**config.mk**
```make
export PLATFORM = sky130hd
export DESIGN_NAME = weight_prefetch
export DESIGN_NICKNAME = d
export VERILOG_FILES = /design/src/rtl/weight_prefetch_pkg.sv /design/src/rtl/weight_prefetch_fifo.sv /design/src/rtl/weight_prefetch.sv
export SDC_FILE = /design/constraint.sdc
export NUM_CORES = 1
export LEC_CHECK = 0
export BUFFER_PORTS_ARGS = -buffer_cell sky130_fd_sc_hd__buf_2
export CAP_MARGIN = 20
export CELL_PAD_IN_SITES_DETAIL_PLACEMENT = 2
export CELL_PAD_IN_SITES_GLOBAL_PLACEMENT = 2
export CORE_ASPECT_RATIO = 0.9
export CORE_MARGIN = 3
export CORE_UTILIZATION = 35
export DETAILED_ROUTE_END_ITERATION = 16
export PLACE_DENSITY = 0.63
export SKIP_CTS_REPAIR_TIMING = 1
export SLEW_MARGIN = 20
export SYNTH_ARGS = -nofsm -noshare
export SYNTH_HDL_FRONTEND = slang
export SYNTH_SLANG_ARGS = --single-unit
export TNS_END_PERCENT = 10
```
**constraint.sdc**
```tcl
create_clock -name clk -period 13.4 [get_ports clk]
set_clock_uncertainty 0.15 [all_clocks]
set_input_delay 0 -clock clk [delete_from_list [all_inputs] [get_ports clk]]
set_output_delay 0 -clock clk [all_outputs]
set_load 0.01 [all_outputs]
```
**src/rtl/weight_prefetch_pkg.sv**
```systemverilog
// Shared definitions for the weight prefetch buffer: default geometry and FSM encoding.
package weight_prefetch_pkg;

  localparam int DEF_BIT_WIDTH   = 8;
  localparam int DEF_NUM_CHANNEL = 3;
  localparam int DEF_NUM_KERNEL  = 4;
  localparam int DEF_DAT_WIDTH   = DEF_BIT_WIDTH * DEF_NUM_CHANNEL * DEF_NUM_KERNEL;
  localparam int DEF_DEPTH       = 8;
  localparam int DEF_REG_WIDTH   = 32;

  typedef enum logic [1:0] {
    ST_IDLE  = 2'd0,
    ST_FETCH = 2'd1,
    ST_DRAIN = 2'd2,
    ST_DONE  = 2'd3
  } state_e;

endpackage

```
**src/rtl/weight_prefetch_fifo.sv**
```systemverilog
// Synchronous first-word-fall-through FIFO holding weight vectors for the PE array.
module weight_fifo #(
  parameter  int DEPTH     = 8,
  parameter  int DAT_WIDTH = 96,
  localparam int AW        = $clog2(DEPTH),
  localparam int CW        = AW + 1
) (
  input  logic                 clk,
  input  logic                 rst_n,
  input  logic                 i_wr,
  input  logic [DAT_WIDTH-1:0] i_wdat,
  input  logic                 i_rd,
  output logic [DAT_WIDTH-1:0] o_rdat,
  output logic                 o_full,
  output logic                 o_empty,
  output logic [CW-1:0]        o_count
);

  logic [DEPTH-1:0][DAT_WIDTH-1:0] mem;
  logic [AW-1:0] wr_ptr_q, wr_ptr_d, rd_ptr_q, rd_ptr_d;
  logic [CW-1:0] cnt_q, cnt_d;
  logic          do_wr, do_rd;

  assign o_empty = (cnt_q == '0);
  assign o_full  = (cnt_q == CW'(DEPTH));
  assign o_count = cnt_q;
  // Full + simultaneous read frees the slot being written, so the write is legal.
  assign do_rd   = i_rd && !o_empty;
  assign do_wr   = i_wr && (!o_full || do_rd);
  // Gate the head so an empty FIFO presents zeros rather than stale storage.
  assign o_rdat  = o_empty ? '0 : mem[rd_ptr_q];

  always_comb begin
    wr_ptr_d = wr_ptr_q;
    rd_ptr_d = rd_ptr_q;
    if (do_wr) wr_ptr_d = wr_ptr_q + AW'(1);
    if (do_rd) rd_ptr_d = rd_ptr_q + AW'(1);
    cnt_d = cnt_q + CW'(do_wr) - CW'(do_rd);
  end

  always_ff @(posedge clk) begin
    if (do_wr) mem[wr_ptr_q] <= i_wdat;
  end

  always_ff @(posedge clk or negedge rst_n) begin
    if (!rst_n) begin
      wr_ptr_q <= '0;
      rd_ptr_q <= '0;
      cnt_q    <= '0;
    end else begin
      wr_ptr_q <= wr_ptr_d;
      rd_ptr_q <= rd_ptr_d;
      cnt_q    <= cnt_d;
    end
  end

endmodule

```
**src/rtl/weight_prefetch.sv**
```systemverilog
// Credit-gated prefetcher: issues requests to weight_req, buffers returned vectors, feeds the PE array.
module weight_prefetch
  import weight_prefetch_pkg::*;
#(
  parameter  int BIT_WIDTH   = DEF_BIT_WIDTH,
  parameter  int NUM_CHANNEL = DEF_NUM_CHANNEL,
  parameter  int NUM_KERNEL  = DEF_NUM_KERNEL,
  parameter  int DEPTH       = DEF_DEPTH,
  parameter  int REG_WIDTH   = DEF_REG_WIDTH,
  localparam int DAT_WIDTH   = BIT_WIDTH * NUM_CHANNEL * NUM_KERNEL
) (
  input  logic                 clk,
  input  logic                 rst,
  input  logic                 i_start,
  input  logic [REG_WIDTH-1:0] i_num_wgt,
  output logic                 o_req,
  input  logic [DAT_WIDTH-1:0] i_wdat,
  input  logic                 i_wvld,
  output logic [DAT_WIDTH-1:0] o_dat,
  output logic                 o_vld,
  input  logic                 i_rdy,
  output logic                 o_busy,
  output logic                 o_done,
  output logic                 o_err
);

  localparam int CNT_W = $clog2(DEPTH) + 1;
  localparam int SUM_W = CNT_W + 1;
  localparam int RW1   = REG_WIDTH + 1;

  state_e               state_q, state_d;
  logic [REG_WIDTH-1:0] num_q, num_d;
  logic [REG_WIDTH-1:0] issued_q, issued_d;
  logic [REG_WIDTH-1:0] consumed_q, consumed_d;
  logic [CNT_W-1:0]     inflight_q, inflight_d;
  logic                 req_q, req_d;
  logic                 err_q, err_d;

  logic [CNT_W-1:0]     fifo_cnt;
  logic                 fifo_full, fifo_empty, fifo_wr;
  logic                 hs, stray, overflow, accept;
  logic [SUM_W-1:0]     credit_used;
  logic                 credit_ok;

  assign hs       = !fifo_empty && i_rdy;
  assign stray    = i_wvld && (inflight_q == '0);
  assign accept   = i_wvld && !stray;
  assign overflow = accept && fifo_full && !hs;
  assign fifo_wr  = accept && !overflow;

  // A pulse already on o_req still owns a slot even though inflight has not counted it yet.
  assign credit_used = SUM_W'(fifo_cnt) + SUM_W'(inflight_q) + SUM_W'(req_q);
  assign credit_ok   = credit_used < SUM_W'(DEPTH);

  always_comb begin
    state_d    = state_q;
    num_d      = num_q;
    issued_d   = issued_q + REG_WIDTH'(req_q);
    consumed_d = consumed_q + REG_WIDTH'(hs);
    inflight_d = inflight_q + CNT_W'(req_q) - CNT_W'(accept);
    err_d      = err_q | stray | overflow;
    req_d      = 1'b0;
    case (state_q)
      ST_IDLE: begin
        if (i_start) begin
          num_d      = i_num_wgt;
          issued_d   = '0;
          consumed_d = '0;
          if (i_num_wgt == '0) begin
            state_d = ST_DONE;
          end else begin
            state_d = ST_FETCH;
            req_d   = credit_ok;
          end
        end
      end
      ST_FETCH: begin
        if (issued_q == num_q) state_d = ST_DRAIN;
        else req_d = ((RW1'(issued_q) + RW1'(req_q)) < RW1'(num_q)) && credit_ok;
      end
      ST_DRAIN: begin
        if (consumed_d == num_q) state_d = ST_DONE;
      end
      ST_DONE:  state_d = ST_IDLE;
      default:  state_d = ST_IDLE;
    endcase
  end

  always_ff @(posedge clk or negedge rst) begin
    if (!rst) begin
      state_q    <= ST_IDLE;
      num_q      <= '0;
      issued_q   <= '0;
      consumed_q <= '0;
      inflight_q <= '0;
      req_q      <= 1'b0;
      err_q      <= 1'b0;
    end else begin
      state_q    <= state_d;
      num_q      <= num_d;
      issued_q   <= issued_d;
      consumed_q <= consumed_d;
      inflight_q <= inflight_d;
      req_q      <= req_d;
      err_q      <= err_d;
    end
  end

  weight_fifo #(
    .DEPTH    (DEPTH),
    .DAT_WIDTH(DAT_WIDTH)
  ) u_fifo (
    .clk    (clk),
    .rst_n  (rst),
    .i_wr   (fifo_wr),
    .i_wdat (i_wdat),
    .i_rd   (hs),
    .o_rdat (o_dat),
    .o_full (fifo_full),
    .o_empty(fifo_empty),
    .o_count(fifo_cnt)
  );

  assign o_req  = req_q;
  assign o_vld  = !fifo_empty;
  assign o_busy = (state_q == ST_FETCH) || (state_q == ST_DRAIN);
  assign o_done = (state_q == ST_DONE);
  assign o_err  = err_q;

endmodule

```
-- Yosys cells after proc, flatten, opt, wreduce, memory -nomap -nowiden
Index checks and enable logic that the tools add are counted.
- register bits: 882
- $add $sub $neg: 11
- magnitude comparators: 5
- equal/unequal tests: 9
- mux-type cells: 19
- bitwise gates (word level): 2
- reduce and logical (&&, ||, !) cells: 23
- operators with widths (cell ; count):
    bitwise mux 768 bit ; 1
    binary-select mux 96 bit (select 3 bit) ; 1
    demux 96 bit (select 3 bit) ; 1
    two-way mux 96 bit ; 3
    two-way mux 32 bit ; 4
    adder 32 x 1 -> 32 bit ; 2
    equality test 32 bit ; 2
    adder 32 x 1 -> 33 bit ; 1
    < comparator 33 x 32 -> 1 bit ; 1
    zero test 32 bit ; 1
    logical AND 1 bit ; 10
    adder 4 x 1 -> 4 bit ; 2
    zero test 4 bit ; 2
    < comparator 3 x 4 -> 1 bit (second input constant) ; 2
    two-way mux 2 bit ; 4
    one-hot mux 2 bit (4 select lines) ; 1
    subtractor 4 x 1 -> 4 bit ; 2
    adder 3 x 1 -> 3 bit (second input constant) ; 2
    inequality test 2 bit (second input constant) ; 3
    adder 4 x 4 -> 5 bit ; 1
    adder 5 x 1 -> 5 bit ; 1
    zero test 1 bit ; 5
    < comparator 5 x 4 -> 1 bit (second input constant) ; 1
    equality test 2 bit (second input constant) ; 2
    10 further kinds ; 14

-- Logic depth before layout (Yosys ltp)
- depth in word-level cells: 11
- mapped depth: 18

-- Hierarchy
A second synthesis with hierarchy kept.
- cell total of the unflattened synthesis: 2048
- area total of the unflattened synthesis: 36859.1 µm²
- by module, submodules not included (module ; instances ; cells each ; area an instance (µm²) ; seq. area each (µm²)):
    weight_fifo ; 1 ; 1180 ; 29239.3 ; 23312.4
    weight_prefetch ; 1 ; 868 ; 7619.8 ; 2602.5

-- Worst setup path before layout
Ideal clock, no wire load.
- path kind: register to register
- start point: register u_fifo.cnt_q[2] (netlist: u_fifo.o_count[2])
- end point: register u_fifo.mem[192] (netlist bit), enable pin
- library setup time: 688 ps
- arrival time: 8640 ps
- data required time: 12562 ps
- path slack: 3923 ps
- cell stages (with the launch flop): 12
- buffers on the path: 2
- cells stage by stage: dfrtp_1 > inv_1 > ha_1 > and2_1 > clkbuf_1 > inv_1 > nand2_1 > nand3_1 > and2_1 > clkbuf_1 > nand2b_1 > nor3b_1
- longest elaborated chain between the ends: 8
- RTL lines (item ; RTL line ; text):
    start, declared ; weight_prefetch_fifo.sv:21 ; logic [CW-1:0] cnt_q, cnt_d;
    start signal, assigned ; weight_prefetch_fifo.sv:53 ; cnt_q <= cnt_d;
    zero test 4 bit * ; weight_prefetch_fifo.sv:24 ; assign o_empty = (cnt_q == '0);
    zero test 1 bit * ; - ;
    via o_vld ; weight_prefetch.sv:20 ; output logic o_vld,
    logical AND 1 bit ; weight_prefetch.sv:45 ; assign hs = !fifo_empty && i_rdy;
    zero test 1 bit ; weight_prefetch.sv:48 ; assign overflow = accept && fifo_full && !hs;
    logical AND 1 bit ; weight_prefetch.sv:48 ;
    zero test 1 bit ; weight_prefetch.sv:49 ; assign fifo_wr = accept && !overflow;
    logical AND 1 bit ; weight_prefetch.sv:49 ;
    logical AND 1 bit * ; weight_prefetch_fifo.sv:29 ; assign do_wr = i_wr && (!o_full || do_rd);
    via u_fifo.do_wr ; weight_prefetch_fifo.sv:22 ; logic do_wr, do_rd;
    end signal, assigned by index ; weight_prefetch_fifo.sv:42 ; if (do_wr) mem[wr_ptr_q] <= i_wdat;
    end, declared ; weight_prefetch_fifo.sv:19 ; logic [DEPTH-1:0][DAT_WIDTH-1:0] mem;
The timed path passes the listed nets; every way through them passes the cells marked *.
A chain may end at the register's enable or synchronous reset.

-- Final worst setup path
- start point: register u_fifo.cnt_q[2] (netlist: u_fifo.o_count[2])
- end point: register state_q[0]
- longest elaborated chain between the ends: 7
- RTL lines (item ; RTL line ; text):
    zero test 4 bit ; weight_prefetch_fifo.sv:24 ;
    zero test 1 bit ; weight_prefetch.sv:45 ;
    logical AND 1 bit ; weight_prefetch.sv:45 ;
    adder 32 x 1 -> 32 bit ; weight_prefetch.sv:59 ; consumed_d = consumed_q + REG_WIDTH'(hs);
    equality test 32 bit ; weight_prefetch.sv:82 ; if (consumed_d == num_q) state_d = ST_DONE;
    inequality test 2 bit (no line) ; - ;
    AND reduction 3 bit (no line) ; - ;
    end signal, assigned ; weight_prefetch.sv:99 ; state_q <= state_d;
    end, declared ; weight_prefetch.sv:31 ; state_e state_q, state_d;
Every way passes these cells.

==> results.tsv <==
stage	metric	value	unit
logic_synthesis	ys_warn_count	0	
timing	drv_slew	0	
timing	tns	0	ps
detailed_routing	avgViaCountPerCell	5.13	
floorplan	coreArea	0.102	sq mm
logic_synthesis	ys_ff_latch	882	
placement	routabilityCongestion	0.779	
placement	portBuffers	233	
timing	worstMarginPinSlew	1080	ps
detailed_routing	vias	20100	
clock_network	clk_pin_slew_worst_paths	60	ps
timing	max_freq	197	MHz
worst_setup_path	crit_arrival	5490	ps
clock_network	tritoncts	built	
detailed_routing	route.detailed.drc	0	
clock_network	cts_sinks	882	
detailed_routing	dr.first_iter.drc_count	1400	
final_layout	mostFrequentLayoutCells	edfxtp_1, buf_2, mux4_2	
final_layout	fill_cells	9786	
floorplan	die-area	0.108	sq mm
placement	placed_cell_area	0.0392	sq mm
final_layout	drive_gt1_frac	0.237	
status	violations	negative hold slack	
global_route	grt_overflow_total	0	
power_and_ir_drop	powerDensity	212	mW/mm^2
global_route	antenna_found_initial	16	
power_and_ir_drop	p_int	6180	uW
floorplan	initial_core_util	0.355	
floorplan	io_pins	234	
power_and_ir_drop	power_frac_seq	0.404	
global_route	grt_max_degree	111	
detailed_routing	finalWirelength	103	mm
logic_synthesis	synth_flop_cell	edfxtp_1	
power_and_ir_drop	p_leak	0.0158	uW
logic_synthesis	synthCells	2046	
clock_network	clock-root-buffer	clkbuf_16	
logic_synthesis	synthArstFlopShare	0.129	
final_layout	final_area	0.0439	sq mm
timing	hold_slack	-12.3	ps
power_and_ir_drop	irDropWorstVdd	0.000258	V
timing	setup_violations	0	
timing	finalCritPeriodShare	0.378	
detailed_routing	wl_per_cell	26.4	um
final_layout	layout.nets	2661	
min_path	hold_class	in -> reg	
clock_network	h-tree-depth	3	
timing	fin_ws	8330	ps
detailed_routing	firstDrtPassIters	5	
detailed_routing	ant_nets	0	
floorplan	rows	111	
global_route	grt_pass1_wl	151	mm
logic_synthesis	yosysSeqAreaShare	0.712	
power_and_ir_drop	pwr-share-comb	0.316	
timing	relSlewSlack	0.278	
power_and_ir_drop	switching_power	3120	uW
final_layout	register_area	0.0259	sq mm
final_layout	multi_input_area	0.00995	sq mm
global_route	grt_pass1_vias	22000	
placement	dpl_worst_slack	8220	ps
floorplan	die_h	312	um
timing	hold_viol	9	
worst_setup_path	crit_required	13820	ps
worst_setup_path	worst-setup-path-type	reg -> reg	
timing	rsz0062_at_grt	no	
power_and_ir_drop	pwr-share-clk	0.279	
flow_run	maxCapViolCount	0	
final_layout	mostFrequentLayoutCell	edfxtp_1	
worst_setup_path	critPathCaptureType	register	
status	status	finished with violations	
timing	min_period	5070	ps
final_layout	final_core_util	0.428	
clock_network	clkLatencyLatePin	670	ps
floorplan	dieWidth	346	um
worst_setup_path	path_max_fanout	33	
worst_setup_path	worst_setup_path_start_kind	register	
logic_synthesis	synth_area_per_cell	17.8	sq um
power_and_ir_drop	p_sw_frac	0.335	
placement	dp_hpwl	63.3	mm
logic_synthesis	syn-cell-area	0.0364	sq mm
clock_network	clock_path_buffers	3	
logic_synthesis	synth_enable_flop_cells	768	
final_layout	syn_to_final_growth	20.5	%
clock_network	numCtsBuffers	97	
logic_synthesis	synth_nets	2237	
logic_synthesis	synth_cell_types	60	
global_route	grt_use_total	0.187	
## cell usage after synthesis (5+ instances only)
| library cell | n | area (sq um) |
|---|---|---|
| buf_1 | 32 | 120 |
| o21ai_0 | 46 | 230 |
| and3_1 | 13 | 81.3 |
| nor3_1 | 17 | 85.1 |
| a21oi_1 | 17 | 85.1 |
| ha_1 | 56 | 701 |
| xnor2_1 | 58 | 508 |
| a21o_1 | 14 | 105 |
| or4_1 | 5 | 37.5 |
| inv_1 | 61 | 229 |
| mux4_2 | 192 | 4320 |
| nand3_1 | 35 | 175 |
| clkbuf_1 | 54 | 203 |
| buf_2 | 7 | 35.0 |
| nand2b_1 | 6 | 37.5 |
| nor4_1 | 24 | 150 |
| dfrtp_1 | 114 | 2850 |
| mux2i_1 | 99 | 991 |
| nor2_1 | 168 | 631 |
| nand2_1 | 79 | 297 |
| and2_1 | 39 | 244 |
| edfxtp_1 | 768 | 23100 |
| nand4_1 | 22 | 138 |
| xor2_1 | 65 | 569 |
## layer usage
| layer | up-vias | part of all wire | track usage |
|---|---|---|---|
| met1 | 10700 | 0.44 | 0.252 |
| met5 | - | 0.00046 | 0 |
| li1 | 8826 | - | - |
| met4 | 8 | 0.018 | 0.0459 |
| met3 | 135 | 0.039 | 0.0370 |
| met2 | 397 | 0.50 | 0.311 |
## kinds of logic (layout without fill, tap and decap cells)
group,Yosys count,in the layout,synth area share
AO/OA/AOI/OAI,99,99,0.0163
XOR/XNOR,125,125,0.0308
adder cells (fa/ha/maj),58,58,0.0203
buffers and inverters,156,659,0.0165
flip-flops,882,882,0.712
multiplexers,295,295,0.147
other,0,10,0
AND/OR/NAND/NOR,431,431,0.0573
## worst max-delay path: stages (launching register included)
cell and delay [ps]:
dfrtp_1 360, inv_1 80, ha_1 190, and2_4 280, inv_1 160, nand2_1 160, inv_1 120, ha_1 230
ha_1 300, nand3_1 350, nor4_1 820, and4_1 380, a21o_1 110, nand4_1 90, nor4b_1 630, a31oi_1 320
a22oi_1 240
## final timing paths
check                                                 start                        to  slack [ps]  cells past startpoint
min in group asynchronous                               rst      num_q[6]$_DFFE_PN0P_         270                      4
worst min-delay path                          i_num_wgt[19]     num_q[19]$_DFFE_PN0P_         -10                      4
max in group asynchronous                               rst  consumed_q[30]$_DFF_PN0_       12020                      4
worst max register to register  u_fifo.o_count[2]$_DFF_PN0_    state_q[0]$_DFFE_PN0P_        8330                     16
worst max-delay path            u_fifo.o_count[2]$_DFF_PN0_    state_q[0]$_DFFE_PN0P_        8330                     16
worst min register to register     consumed_q[31]$_DFF_PN0_  consumed_q[31]$_DFF_PN0_         440                      2
## through the flow
stage	power, uW	instances
detailed placement	6780	3566
finish	9300	3915
global placement	6690	3566
global route	9800	3910
CTS	9430	3744
floorplan	5600	2046
## area by class of cell
class,count,area share
sequential,882,0.591
multi-input combinational,1008,0.227
timing repair buffer,420,0.0685
clock buffer,125,0.0587
tap,1356,0.0387
clock inverter,53,0.0110
inverter,61,0.00522
antenna,10,0.000570
## flip-flops by register name, indices dropped and copies added (netlist names)
| register | count |
|---|---|
| u_fifo.mem | 768 |
| consumed_q | 32 |
| issued_q | 32 |
| num_q | 32 |
| inflight_q | 4 |
| u_fifo.o_count | 4 |
| u_fifo.rd_ptr_q | 3 |
| u_fifo.wr_ptr_q | 3 |
| state_q | 2 |
| o_err | 1 |
| o_req | 1 |
## power by group through the flow
stage | clock (uW) | combinational [uW] | sequential (uW)
finish | 2600 | 2940 | 3760
floorplan | 0 | 1930 | 3670
global placement | 0 | 2900 | 3790
detailed placement | 0 | 2960 | 3830
global route | 2780 | 3210 | 3810
CTS | 2670 | 2980 | 3770
(Power assumes the default switching activity.)
